File: src/rtl/fpio_fifo_in_client_if.sv
// Handshake bundle for the fpio FIFO read client: FIFO-side request/ack plus
// the consumer-side valid/ready port. master = client, slave = FIFO/consumer.
interface fpio_fifo_in_client_if #(
   parameter int FIFO_BITS  = 16,
   parameter int DATA_WIDTH = 8
);
   logic [FIFO_BITS-1:0]  avail;
   logic [DATA_WIDTH-1:0] data;
   logic                  data_en;
   logic                  data_ack;
   logic [DATA_WIDTH-1:0] out_data;
   logic                  out_valid;
   logic                  out_ready;

   modport master (
      input  avail, data, data_ack, out_ready,
      output data_en, out_data, out_valid
   );

   modport slave (
      output avail, data, data_ack, out_ready,
      input  data_en, out_data, out_valid
   );
endinterface

File: src/rtl/fpio_fifo_in_client.sv
// Drains an fpio FIFO one word per request into a small circular buffer that
// feeds a valid/ready consumer; tracks a sticky ack-timeout and a word count.
module fpio_fifo_in_client #(
   parameter int FIFO_BITS   = 16,
   parameter int DATA_WIDTH  = 8,
   parameter int BUF_DEPTH   = 4,
   parameter int ACK_TIMEOUT = 256
) (
   input  logic                         clk,
   input  logic                         rstn,
   fpio_fifo_in_client_if.master        bus,
   input  logic                         clr_err,
   output logic                         err_timeout,
   output logic [31:0]                  rd_count,
   output logic [$clog2(BUF_DEPTH):0]   buf_count
);
   localparam int PW = $clog2(BUF_DEPTH);
   localparam int CW = PW + 1;
   localparam int TW = (ACK_TIMEOUT > 2) ? $clog2(ACK_TIMEOUT) : 1;
   localparam logic [TW-1:0] TLAST = TW'((ACK_TIMEOUT > 0) ? ACK_TIMEOUT - 1 : 0);

   typedef enum logic {S_IDLE, S_REQ} state_t;

   state_t                r_state, w_nstate;
   logic [TW-1:0]         r_tcnt;
   logic [DATA_WIDTH-1:0] r_mem [BUF_DEPTH];
   logic [PW-1:0]         r_wptr, r_rptr;
   logic [CW-1:0]         r_cnt;
   logic                  r_err;
   logic [31:0]           r_rd;
   logic                  w_issue, w_push, w_pop, w_tmo;

   // State register
   always_ff @(posedge clk) begin
      if (!rstn) r_state <= S_IDLE;
      else       r_state <= w_nstate;
   end

   // Next state
   always_comb begin
      w_nstate = r_state;
      case (r_state)
         S_IDLE:  if (w_issue) w_nstate = S_REQ;
         S_REQ:   if (bus.data_ack || w_tmo) w_nstate = S_IDLE;
         default: w_nstate = S_IDLE;
      endcase
   end

   // Outputs / per-cycle events; issue only with a guaranteed free slot
   always_comb begin
      w_issue = 1'b0;
      w_push  = 1'b0;
      w_tmo   = 1'b0;
      case (r_state)
         S_IDLE: w_issue = (bus.avail != FIFO_BITS'(0)) && (r_cnt < CW'(BUF_DEPTH));
         S_REQ: begin
            w_push = bus.data_ack;
            w_tmo  = !bus.data_ack && (ACK_TIMEOUT != 0) && (r_tcnt == TLAST);
         end
         default: ;
      endcase
   end

   assign w_pop         = (r_cnt != '0) && bus.out_ready;
   assign bus.data_en   = (r_state == S_REQ);
   assign bus.out_valid = (r_cnt != '0);
   assign bus.out_data  = r_mem[r_rptr];
   assign err_timeout   = r_err;
   assign rd_count      = r_rd;
   assign buf_count     = r_cnt;

   // Timeout counter restarts from zero every time a request is issued
   always_ff @(posedge clk) begin
      if (!rstn || r_state != S_REQ) r_tcnt <= '0;
      else                           r_tcnt <= r_tcnt + TW'(1);
   end

   always_ff @(posedge clk) begin
      if (w_push) r_mem[r_wptr] <= bus.data;
   end

   always_ff @(posedge clk) begin
      if (!rstn) begin
         r_wptr <= '0;
         r_rptr <= '0;
         r_cnt  <= '0;
         r_rd   <= '0;
         r_err  <= 1'b0;
      end else begin
         if (w_push) begin
            r_wptr <= r_wptr + PW'(1);
            r_rd   <= r_rd + 32'd1;
         end
         if (w_pop) r_rptr <= r_rptr + PW'(1);
         if (w_push && !w_pop)      r_cnt <= r_cnt + CW'(1);
         else if (w_pop && !w_push) r_cnt <= r_cnt - CW'(1);
         if (w_tmo)        r_err <= 1'b1;
         else if (clr_err) r_err <= 1'b0;
      end
   end
endmodule

File: src/flat_wrapper.sv
// flat-port wrapper written by rule: the top's interface ports become plain ports
module fpio_fifo_in_client_flat 
#(
   parameter int FIFO_BITS   = 16,
   parameter int DATA_WIDTH  = 8,
   parameter int BUF_DEPTH   = 4,
   parameter int ACK_TIMEOUT = 256
)
  (clk, rstn, clr_err, err_timeout, rd_count, buf_count, bus_avail, bus_data, bus_data_ack, bus_out_ready, bus_data_en, bus_out_data, bus_out_valid);
  fpio_fifo_in_client_if #(.FIFO_BITS(FIFO_BITS), .DATA_WIDTH(DATA_WIDTH)) bus_i ();
  input  logic clk;
  input  logic rstn;
  input  logic clr_err;
  output logic err_timeout;
  output logic [31:0] rd_count;
  output logic [$clog2(BUF_DEPTH):0] buf_count;
  input wire logic [$bits(bus_i.avail)-1:0] bus_avail;
  input wire logic [$bits(bus_i.data)-1:0] bus_data;
  input wire logic [$bits(bus_i.data_ack)-1:0] bus_data_ack;
  input wire logic [$bits(bus_i.out_ready)-1:0] bus_out_ready;
  output wire logic [$bits(bus_i.data_en)-1:0] bus_data_en;
  output wire logic [$bits(bus_i.out_data)-1:0] bus_out_data;
  output wire logic [$bits(bus_i.out_valid)-1:0] bus_out_valid;
  assign bus_i.avail = bus_avail;
  assign bus_i.data = bus_data;
  assign bus_i.data_ack = bus_data_ack;
  assign bus_i.out_ready = bus_out_ready;
  assign bus_data_en = bus_i.data_en;
  assign bus_out_data = bus_i.out_data;
  assign bus_out_valid = bus_i.out_valid;
  fpio_fifo_in_client #(.FIFO_BITS(FIFO_BITS), .DATA_WIDTH(DATA_WIDTH), .BUF_DEPTH(BUF_DEPTH), .ACK_TIMEOUT(ACK_TIMEOUT)) u_core (.clk(clk), .rstn(rstn), .bus(bus_i), .clr_err(clr_err), .err_timeout(err_timeout), .rd_count(rd_count), .buf_count(buf_count));
endmodule
File: config.mk
export PLATFORM = sky130hd
export DESIGN_NAME = fpio_fifo_in_client_flat
export DESIGN_NICKNAME = d
export VERILOG_FILES = /design/src/rtl/fpio_fifo_in_client_if.sv /design/src/rtl/fpio_fifo_in_client.sv /design/src/flat_wrapper.sv
export SDC_FILE = /design/constraint.sdc
export NUM_CORES = 1
export LEC_CHECK = 0
export ABC_CLOCK_PERIOD_IN_PS = 2700
export BUFFER_PORTS_ARGS = -buffer_cell sky130_fd_sc_hd__buf_2
export CORE_ASPECT_RATIO = 1.25
export CORE_MARGIN = 2
export CORE_UTILIZATION = 52
export CTS_BUF_LIST = sky130_fd_sc_hd__clkbuf_8
export CTS_CLUSTER_SIZE = 25
export DETAILED_ROUTE_END_ITERATION = 8
export HOLD_SLACK_MARGIN = 0.1
export PLACE_DENSITY_LB_ADDON = 0.08
export SYNTH_ARGS = -nofsm -noshare
export SYNTH_HDL_FRONTEND = slang
export SYNTH_SLANG_ARGS = --single-unit
File: constraint.sdc
create_clock -name clk -period 2.7 [get_ports clk]
set_clock_uncertainty 0.2 [all_clocks]
set_input_delay 0 -clock clk [delete_from_list [all_inputs] [get_ports clk]]
set_output_delay 0 -clock clk [all_outputs]
set_load 0.01 [all_outputs]
==> Word level (Yosys, flattened, before mapping) <==
Memory sizes are Yosys's and may differ from the RTL's. A register that Yosys moved wholly into a read port is not among the register bits.
Index checks and enable logic that the tools add are counted.
{ "totals": {"ff_bits": 49, "mem_bits_rw": 32, "wordCells": 46, "memories": 1} }
{ "op_classes": {"n_addsub": 6, "order_cmp": 1, "eq_ne": 1, "muxes": 14, "n_bitwise": 1, "n_reduce_logical": 15} }
{ "memory_table": {"columns": ["name", "words", "word_bits", "read_ports", "rd_ports_with_merged_regs", "wr", "line_no", "rtl"], "rows": [
  ["u_core.r_mem", 4, 8, 1, 1, 1, "fpio_fifo_in_client.sv:26", "logic [DATA_WIDTH-1:0] r_mem [BUF_DEPTH];"]
]} }
{ "op_table": {"columns": ["op", "count"], "rows": [
  ["adder 32 x 1 -> 32 bit (second input constant)", 1],
  ["nonzero test 16 bit", 1],
  ["2-to-1 mux 1 bit", 9],
  ["adder 8 x 1 -> 8 bit (second input constant)", 1],
  ["equality test 8 bit (second input constant)", 1],
  ["2-to-1 mux 3 bit", 2],
  ["logical AND 1 bit", 5],
  ["adder 2 x 1 -> 2 bit (second input constant)", 2],
  ["logical NOT 1 bit", 4],
  ["2-to-1 mux 2 bit", 2],
  ["nonzero test 2 bit", 2],
  ["adder 3 x 1 -> 3 bit (second input constant)", 1],
  ["< comparator 3 bit (second input constant)", 1],
  ["nonzero test 3 bit", 1],
  ["subtractor 3 x 1 -> 3 bit (second input constant)", 1],
  ["logical OR 1 bit", 2],
  ["one-hot mux 1 bit (2 select lines)", 1],
  ["NOT 1 bit", 1]
]} }

==> Logic depth before layout (Yosys ltp) <==
Gate-level depths: netlist (run 1).
{ "logic_depth": {"depth_word": 6, "depth_mapped": 9, "ltp_nobuf": 8} }

==> Least setup slack after synthesis (run 1) <==
OpenSTA, ideal clock, no wires.
{ "synth_timing": {"kind": "register to register", "start": "reg u_core.r_cnt[0] (netlist: u_core.buf_count[0])", "end": "reg u_core.r_cnt[2] (netlist: u_core.buf_count[2])", "setup_time_ns": 0.070, "arrival_time_ns": 2.098, "t_required_ns": 2.430, "slack_ns": 0.331, "stages_incl_launch_ff": 9, "period_less_slack_ns": 2.369, "cell_sequence": "dfxtp_1 > or3_1 > nand2_1 > ha_1 > inv_1 > fa_1 > xor2_1 > or3_1 > a21oi_1"} }
{ "synth_between": {"elab_chain_len": 5, "elab_cells_between_ends": 10} }
{ "synth_lines": {"columns": ["item", "line_no", "rtl"], "rows": [
  ["from (decl)", "fpio_fifo_in_client.sv:28", "logic [CW-1:0] r_cnt;"],
  ["from (signal assigned)", "fpio_fifo_in_client.sv:95", "if (w_push && !w_pop) r_cnt <= r_cnt + CW'(1);"],
  ["from (signal assigned)", "fpio_fifo_in_client.sv:96", "else if (w_pop && !w_push) r_cnt <= r_cnt - CW'(1);"],
  ["nonzero test 3 bit *", null, null],
  ["via bus_out_valid", "flat_wrapper.sv:23", "output wire logic [$bits(bus_i.out_valid)-1:0] bus_out_valid;"],
  ["logical AND 1 bit *", "fpio_fifo_in_client.sv:64", "assign w_pop = (r_cnt != '0) && bus.out_ready;"],
  ["logical NOT 1 bit", "fpio_fifo_in_client.sv:95", null],
  ["logical AND 1 bit", "fpio_fifo_in_client.sv:95", null],
  ["2-to-1 mux 3 bit / nonzero test 2 bit (equally long branches)", null, null]
]} }
The timed path passes the listed nets; every way through them passes the cells marked *. The select of a mux whose other input is x is not followed.
A chain may end at the register's enable or synchronous reset.

==> Worst setup path in the final report (run 1) <==
{ "layout_timing": {"start": "in bus_avail[14]", "end": "reg u_core.r_state (netlist: u_core.bus.data_en)"} }
{ "layout_between": {"elab_chain_len": 5} }
{ "layout_lines": {"columns": ["item", "line_no", "rtl"], "rows": [
  ["from (decl)", "flat_wrapper.sv:17", "input wire logic [$bits(bus_i.avail)-1:0] bus_avail;"],
  ["nonzero test 16 bit", "fpio_fifo_in_client.sv:55", "S_IDLE: w_issue = (bus.avail != FIFO_BITS'(0)) && (r_cnt < CW'(BUF_DEPTH));"],
  ["logical AND 1 bit", "fpio_fifo_in_client.sv:55", null],
  ["2-to-1 mux 1 bit", "fpio_fifo_in_client.sv:54", "case (r_state)"],
  ["2-to-1 mux 1 bit", "fpio_fifo_in_client.sv:43", "S_IDLE: if (w_issue) w_nstate = S_REQ;"],
  ["one-hot mux 1 bit (2 select lines)", "fpio_fifo_in_client.sv:42", "case (r_state)"],
  ["to (signal assigned)", "fpio_fifo_in_client.sv:36", "else r_state <= w_nstate;"],
  ["to (decl)", "fpio_fifo_in_client.sv:24", "state_t r_state, w_nstate;"]
]} }
Every way passes these cells.

==> flow_metrics.env, run 1 <==
export IMPL_clkLatencyLatePin_ns=0.36
export IMPL_dp_hpwl_um=5290
export IMPL_hp_class="input port to register"
export IMPL_drtIter0Drc=178
export IMPL_track_usage_pct=21.5
export IMPL_syn_area_per_cell_um2=11.0
export IMPL_gp_congestion=0.798
export IMPL_tns_ns=0
export IMPL_layout_drive_gt1_share_pct=25.1
export IMPL_hold_viol=0
export IMPL_cp_required_ns=2.73
export IMPL_synth_top_area_share_pct=28.4
export IMPL_critPathArrivalTime_ns=2.45
export IMPL_tightest_slew_ns=0.540
export IMPL_final_nets=458
export IMPL_synthCells=326
export IMPL_die_h_um=97.0
export IMPL_seq_area_frac_synth_pct=55.1
export IMPL_drv_slew=0
export IMPL_vias_per_cell=5.57
export IMPL_synth_fp_nets=363
export IMPL_grt_use_met2_pct=36.7
export IMPL_dp_cells=480
export IMPL_route_detailed_drc=0
export IMPL_io_pins=75
export IMPL_grt_max_degree=23
export IMPL_synth_cell_types=39
export IMPL_synthArstFlopShare_pct=0
export IMPL_period_share_pct=89.5
export IMPL_final_cells=513
export IMPL_grt_pass1_wl_um=12800
export IMPL_outcome="finished clean"
export IMPL_numPortBuffers=74
export IMPL_initial_utilization_pct=54.1
export IMPL_antenna_found_initial=0
export IMPL_grt_pass1_vias=2757
export IMPL_cts_tree="built"
export IMPL_coreArea_um2=6650
export IMPL_die_w_um=78.4
export IMPL_final_antenna_net_count=0
export IMPL_cp_start_kind="input port"
export IMPL_fin_crit_ns=2.42
export IMPL_synth_seq_cells=83
export IMPL_synth_ff_type="dfxtp_1"
export IMPL_fmax_mhz=414
export IMPL_cts_root_buf="clkbuf_8"
export IMPL_vias=2857
export IMPL_slew_limit_headroom_pct=64.0
export IMPL_ys_top_cells_by_count="dfxtp_1, edfxtp_1, a21oi_1, nor2_1, nand2_1"
export IMPL_routed_wl_um=7550
export IMPL_clock_sinks=83
export IMPL_cts_buffer_depth=2
export IMPL_setup_viol=0
export IMPL_met3_usage_pct=5.13
export IMPL_grt_util_met1_pct=25.7
export IMPL_avgRoutedWirePerCell_um=14.7
export IMPL_path_max_fanout=1
export IMPL_final_util_pct=66.3
export IMPL_post_synth_top_count_cell="dfxtp_1"
export IMPL_worstSetupPathType="input port to register"
export IMPL_grt_busiest_layer="met2"
export IMPL_power_mw=2.72
export IMPL_rsz0062_at_grt="no"
export IMPL_fill_cells=544
export IMPL_vdd_drop_max_mv=0.354
export IMPL_synth_edf_count=32
export IMPL_diodes=0
export IMPL_powerDensity_nw_per_um2=617
export IMPL_dieArea_um2=7600
export IMPL_synth_top_area_cell="dfxtp_1"
export IMPL_areaGrowthSynthToFinish_pct=22.5
export IMPL_synth_area_um2=3600
export IMPL_cts_made_buffers=9
export IMPL_cts_resized=0
export IMPL_yosysWarningCount=0
export IMPL_drt_pass1_iter_count=4
export IMPL_num_rows=33
export IMPL_path_clk_slew_ns=0.09
export IMPL_endpoint_kind="register"
export IMPL_yosys_top_cells_area="dfxtp_1, edfxtp_1, mux4_2, a21oi_1, xor2_1"
export IMPL_htreeDepth=3
export IMPL_p_leak_nw=1.68
export IMPL_gr_total_overflow=0
export IMPL_maxCapViolCount=0
## power breakdown
group | leakage, nW | switching, mW | internal (mW)
sequential | 0.702 | 0.0861 | 1.37
combinational | 0.894 | 0.222 | 0.249
clock | 0.0838 | 0.457 | 0.338
total | 1.68 | 0.765 | 1.96
## final timing paths
check | start | to | slack [ns] | depth (start not counted)
max reg2reg | u_core.buf_count[0] | u_core.buf_count[2] | 0.31 | 8
max | bus_avail[14] | u_core.bus.data_en | 0.28 | 8
min | bus_data[2] | u_core.r_mem[3][2] | 0.20 | 2
min reg2reg | u_core.rd_count[31] | u_core.rd_count[31] | 0.27 | 2
## flip-flops by register name (all words and copies together), names as in the netlist, named ones only
name	count
u_core.r_mem	32
u_core.rd_count	32
u_core.err_timeout	1
u_core.r_rptr	2
u_core.r_tcnt	8
u_core.r_wptr	2
u_core.buf_count	3
u_core.bus.data_en	1
## layout by cell type, fill, tap and decap left out, types with 4 or more instances in the layout
cell	count
a21oi_1	23
and2_1	4
and3_1	9
buf_2	74
buf_4	6
clkbuf_8	9
dfxtp_1	51
dlygate4sd3_1	17
edfxtp_1	32
ha_1	7
inv_1	9
mux2i_1	6
mux4_2	8
nand2_1	21
nand2b_1	5
nand3_1	16
nand4_1	15
nor2_1	23
nor3_1	5
nor4_1	9
o21ai_0	8
o31ai_1	7
o41ai_1	4
or3_1	9
or4_1	6
xnor2_1	6
xor2_1	12
## cell type report
cell class	instances	area (um2)	share of cell area [%]
clock inverters	7	51.3	1.16
inverters	11	41.3	0.937
multi-input cells	219	1510	34.4
well taps	87	109	2.47
flip-flops and latches	83	1980	45.0
repair buffers	97	586	13.3
clock buffers	9	124	2.81
## timing repair
item	CTS	global route
setup buffers	0	0
hold endpoints to repair	64	0
hold buffers	17	0
## metal layers
metal / up-vias / share of wire, %
li1: 1415 / -
met2: 68 / 52
met1: 1359 / 42
met4: 0 / 2.2
met3: 15 / 4.4
met5: - / 0
## kinds of logic (layout without fill, tap and decap cells)
| family | after synthesis | in the layout | share of synthesized area, % |
|---|---|---|---|
| xor+xnor | 18 | 18 | 4.38 |
| compound gates | 44 | 44 | 7.20 |
| buf+inv | 24 | 124 | 2.78 |
| fa+ha+maj | 8 | 8 | 2.99 |
| simple gates | 135 | 135 | 20.8 |
| flops | 83 | 83 | 55.1 |
| mux | 14 | 14 | 6.68 |
## per-stage QoR
stage / hold WS (ns) / setup slack [ns] / cell area, um2
finish: 0.199 / 0.283 / 4410
global route: 0.193 / 0.135 / 4410
CTS: 0.195 / 0.296 / 4410
detailed placement: 0.0185 / 0.321 / 4060
global placement: 0.0181 / 0.369 / 4060
floorplan: -0.101 / 0.331 / 3600
## worst max-delay path, cell delays in order
cell	delay, ns
dlygate4sd3_1	0.54
buf_2	0.12
nor4_1	0.23
dlygate4sd3_1	0.61
nand4_1	0.08
dlygate4sd3_1	0.58
a32oi_1	0.19
nor2_1	0.09
Note: power is estimated with default switching activity, not from simulation.
==> run 2: changes to the inputs <==
--- a/config.mk
+++ b/config.mk
@@ -9,7 +9,7 @@
 export BUFFER_PORTS_ARGS = -buffer_cell sky130_fd_sc_hd__buf_2
 export CORE_ASPECT_RATIO = 1.25
 export CORE_MARGIN = 2
-export CORE_UTILIZATION = 52
+export CORE_UTILIZATION = 56
 export CTS_BUF_LIST = sky130_fd_sc_hd__clkbuf_8
 export CTS_CLUSTER_SIZE = 25
 export DETAILED_ROUTE_END_ITERATION = 8
==> run 2 against run 1 <==
Against the previous run:
- sequential share of layout area down 0.051 points
- clock power up 12%
- sequential cell count did not move
- first-iteration DRC count fell by 37%
- critical path depth did not move
- total power grew 3.8%
- register-to-register slack about the same
- routed wire length fell by 0.76%
- non-clock buffer count shrank 2
==> flow_metrics.env, run 2 (synthesis gave the netlist of run 1 again) <==
export IMPL_outcome="finished clean"
export IMPL_vdd_drop_max_mv=0.389
export IMPL_ff2ff_setup_slack_ns=0.32
export IMPL_period_share_pct=88.1
export IMPL_drtIter0Drc=112
export IMPL_clkLatencyLatePin_ns=0.35
export IMPL_grt_pass1_vias=2663
export IMPL_die_h_um=93.6
export IMPL_worstSetupPathType="register to register"
export IMPL_timing_hold_ws_ns=0.205
export IMPL_final_area_um2=4410
export IMPL_p_leak_nw=1.68
export IMPL_final_util_pct=71.1
export IMPL_cts_tree="built"
export IMPL_cpMaxStageDelayCell="or3_1"
export IMPL_final_antenna_net_count=0
export IMPL_dpl_instance_area_um2=4050
export IMPL_track_usage_pct=22.4
export IMPL_fin_crit_ns=2.38
export IMPL_hold_viol=0
export IMPL_maxCapViolCount=0
export IMPL_vias=2816
export IMPL_routed_wl_um=7490
export IMPL_grt_max_degree=23
export IMPL_endpoint_kind="register"
export IMPL_path_max_fanout=4
export IMPL_final_cell_mix="buf_2, dfxtp_1, edfxtp_1"
export IMPL_path_clk_slew_ns=0.09
export IMPL_p_switching_uw=772
export IMPL_setup_viol=0
export IMPL_timing_critical_path_max_delay_family="simple AND/OR/NAND/NOR gates"
export IMPL_rr_endpoint="u_core.buf_count[2]"
export IMPL_endpoint="u_core.buf_count[2]"
export IMPL_gp_congestion=0.811
export IMPL_p_comb_share_pct=16.8
export IMPL_powerDensity_nw_per_um2=640
export IMPL_r2r_start="u_core.buf_count[0]"
export IMPL_coreArea_um2=6210
export IMPL_path_cells="or3_1 -> nand2_1 -> ha_1 -> inv_1 -> fa_1 -> xor2_1 -> or3_1 -> a21oi_1"
export IMPL_numPortBuffers=74
export IMPL_cts_buffer_depth=2
export IMPL_cts_hold_buf=16
export IMPL_post_cts_setup_buffer_count=0
export IMPL_cts_root_buf="clkbuf_8"
export IMPL_fmax_mhz=420
export IMPL_avgRoutedWirePerCell_um=14.7
export IMPL_tightest_slew_ns=0.681
export IMPL_drt_pass1_iter_count=4
export IMPL_rsz0062_at_grt="no"
export IMPL_startpoint="u_core.buf_count[0]"
export IMPL_switching_share_pct=27.3
export IMPL_tns_ns=0
export IMPL_vias_per_cell=5.53
export IMPL_route_detailed_drc=0
export IMPL_drv_slew=0
export IMPL_p_int_mw=2.05
export IMPL_cts_resized=0
export IMPL_final_nets=456
export IMPL_cts_made_buffers=9
export IMPL_clockPowerShare_pct=31.7
export IMPL_clock_sinks=83
export IMPL_reg2reg_depth=8
export IMPL_worst_path_buf_inv=1
export IMPL_pwr_share_seq_pct=51.5
export IMPL_die_w_um=75.7
export IMPL_slew_limit_headroom_pct=54.3
export IMPL_gr_total_overflow=0
export IMPL_initial_utilization_pct=57.9
export IMPL_antenna_found_initial=0
export IMPL_hp_class="input port to register"
export IMPL_layout_drive_gt1_share_pct=25.2
export IMPL_critPathArrivalTime_ns=2.45
export IMPL_slowest_delay_ns=0.41
export IMPL_num_rows=32
export IMPL_crit_top_cell="or3_1"
export IMPL_dieArea_um2=7080
export IMPL_areaGrowthSynthToFinish_pct=22.7
export IMPL_final_common_cell="buf_2"
export IMPL_grt_pass1_wl_um=12000
export IMPL_cp_depth=8
export IMPL_cp_start_kind="register"
export IMPL_dp_hpwl_um=5090
export IMPL_cp_required_ns=2.77
export IMPL_htreeDepth=3
export IMPL_io_pins=75
export IMPL_diodes=0
[run 2: per-stage QoR]
step           power, mW  setup slack (ns)  cells
3_5_place_dp        1.95             0.338    477
4_1_cts             2.85             0.315    509
6_report            2.82             0.321    509
3_3_place_gp        1.94             0.375    477
2_1_floorplan       1.78             0.331    326
5_1_grt             2.95             0.196    509
[run 2: power groups by stage]
stage	clock (mW)	combinational (mW)	sequential (mW)
finish	0.894	0.474	1.45
global route	0.951	0.526	1.47
CTS	0.909	0.479	1.46
detailed placement	0	0.460	1.49
global placement	0	0.454	1.49
floorplan	0	0.331	1.45
[run 2: worst min-delay path by stage]
stage	start	slack [ns]	endpoint	cells after the start
floorplan	bus_data[0]	-0.10	u_core.r_mem[0][0]	0
global placement	bus_data[5]	0.02	u_core.r_mem[1][5]	1
detailed placement	bus_data[0]	0.02	u_core.r_mem[3][0]	1
CTS	bus_data[3]	0.18	u_core.r_mem[1][3]	2
global route	bus_data[5]	0.21	u_core.r_mem[3][5]	2
finish	bus_data[5]	0.21	u_core.r_mem[1][5]	2
[run 2: layout make-up]
class                   count  area [um2]
flip-flops and latches     83        1980
fillers                   484        1790
multi-input cells         219        1510
repair buffers             95         568
clock buffers               9         124
well taps                  85         106
clock inverters             7        76.3
inverters                  11        41.3
[run 2: routing by layer]
layer	GRT usage [%]	share of wire [%]	up-vias
li1	-	-	1406
met1	26.4	42	1351
met2	38.8	53	51
met3	4.53	3.3	8
met4	9.21	1.4	0
met5	0	0	-
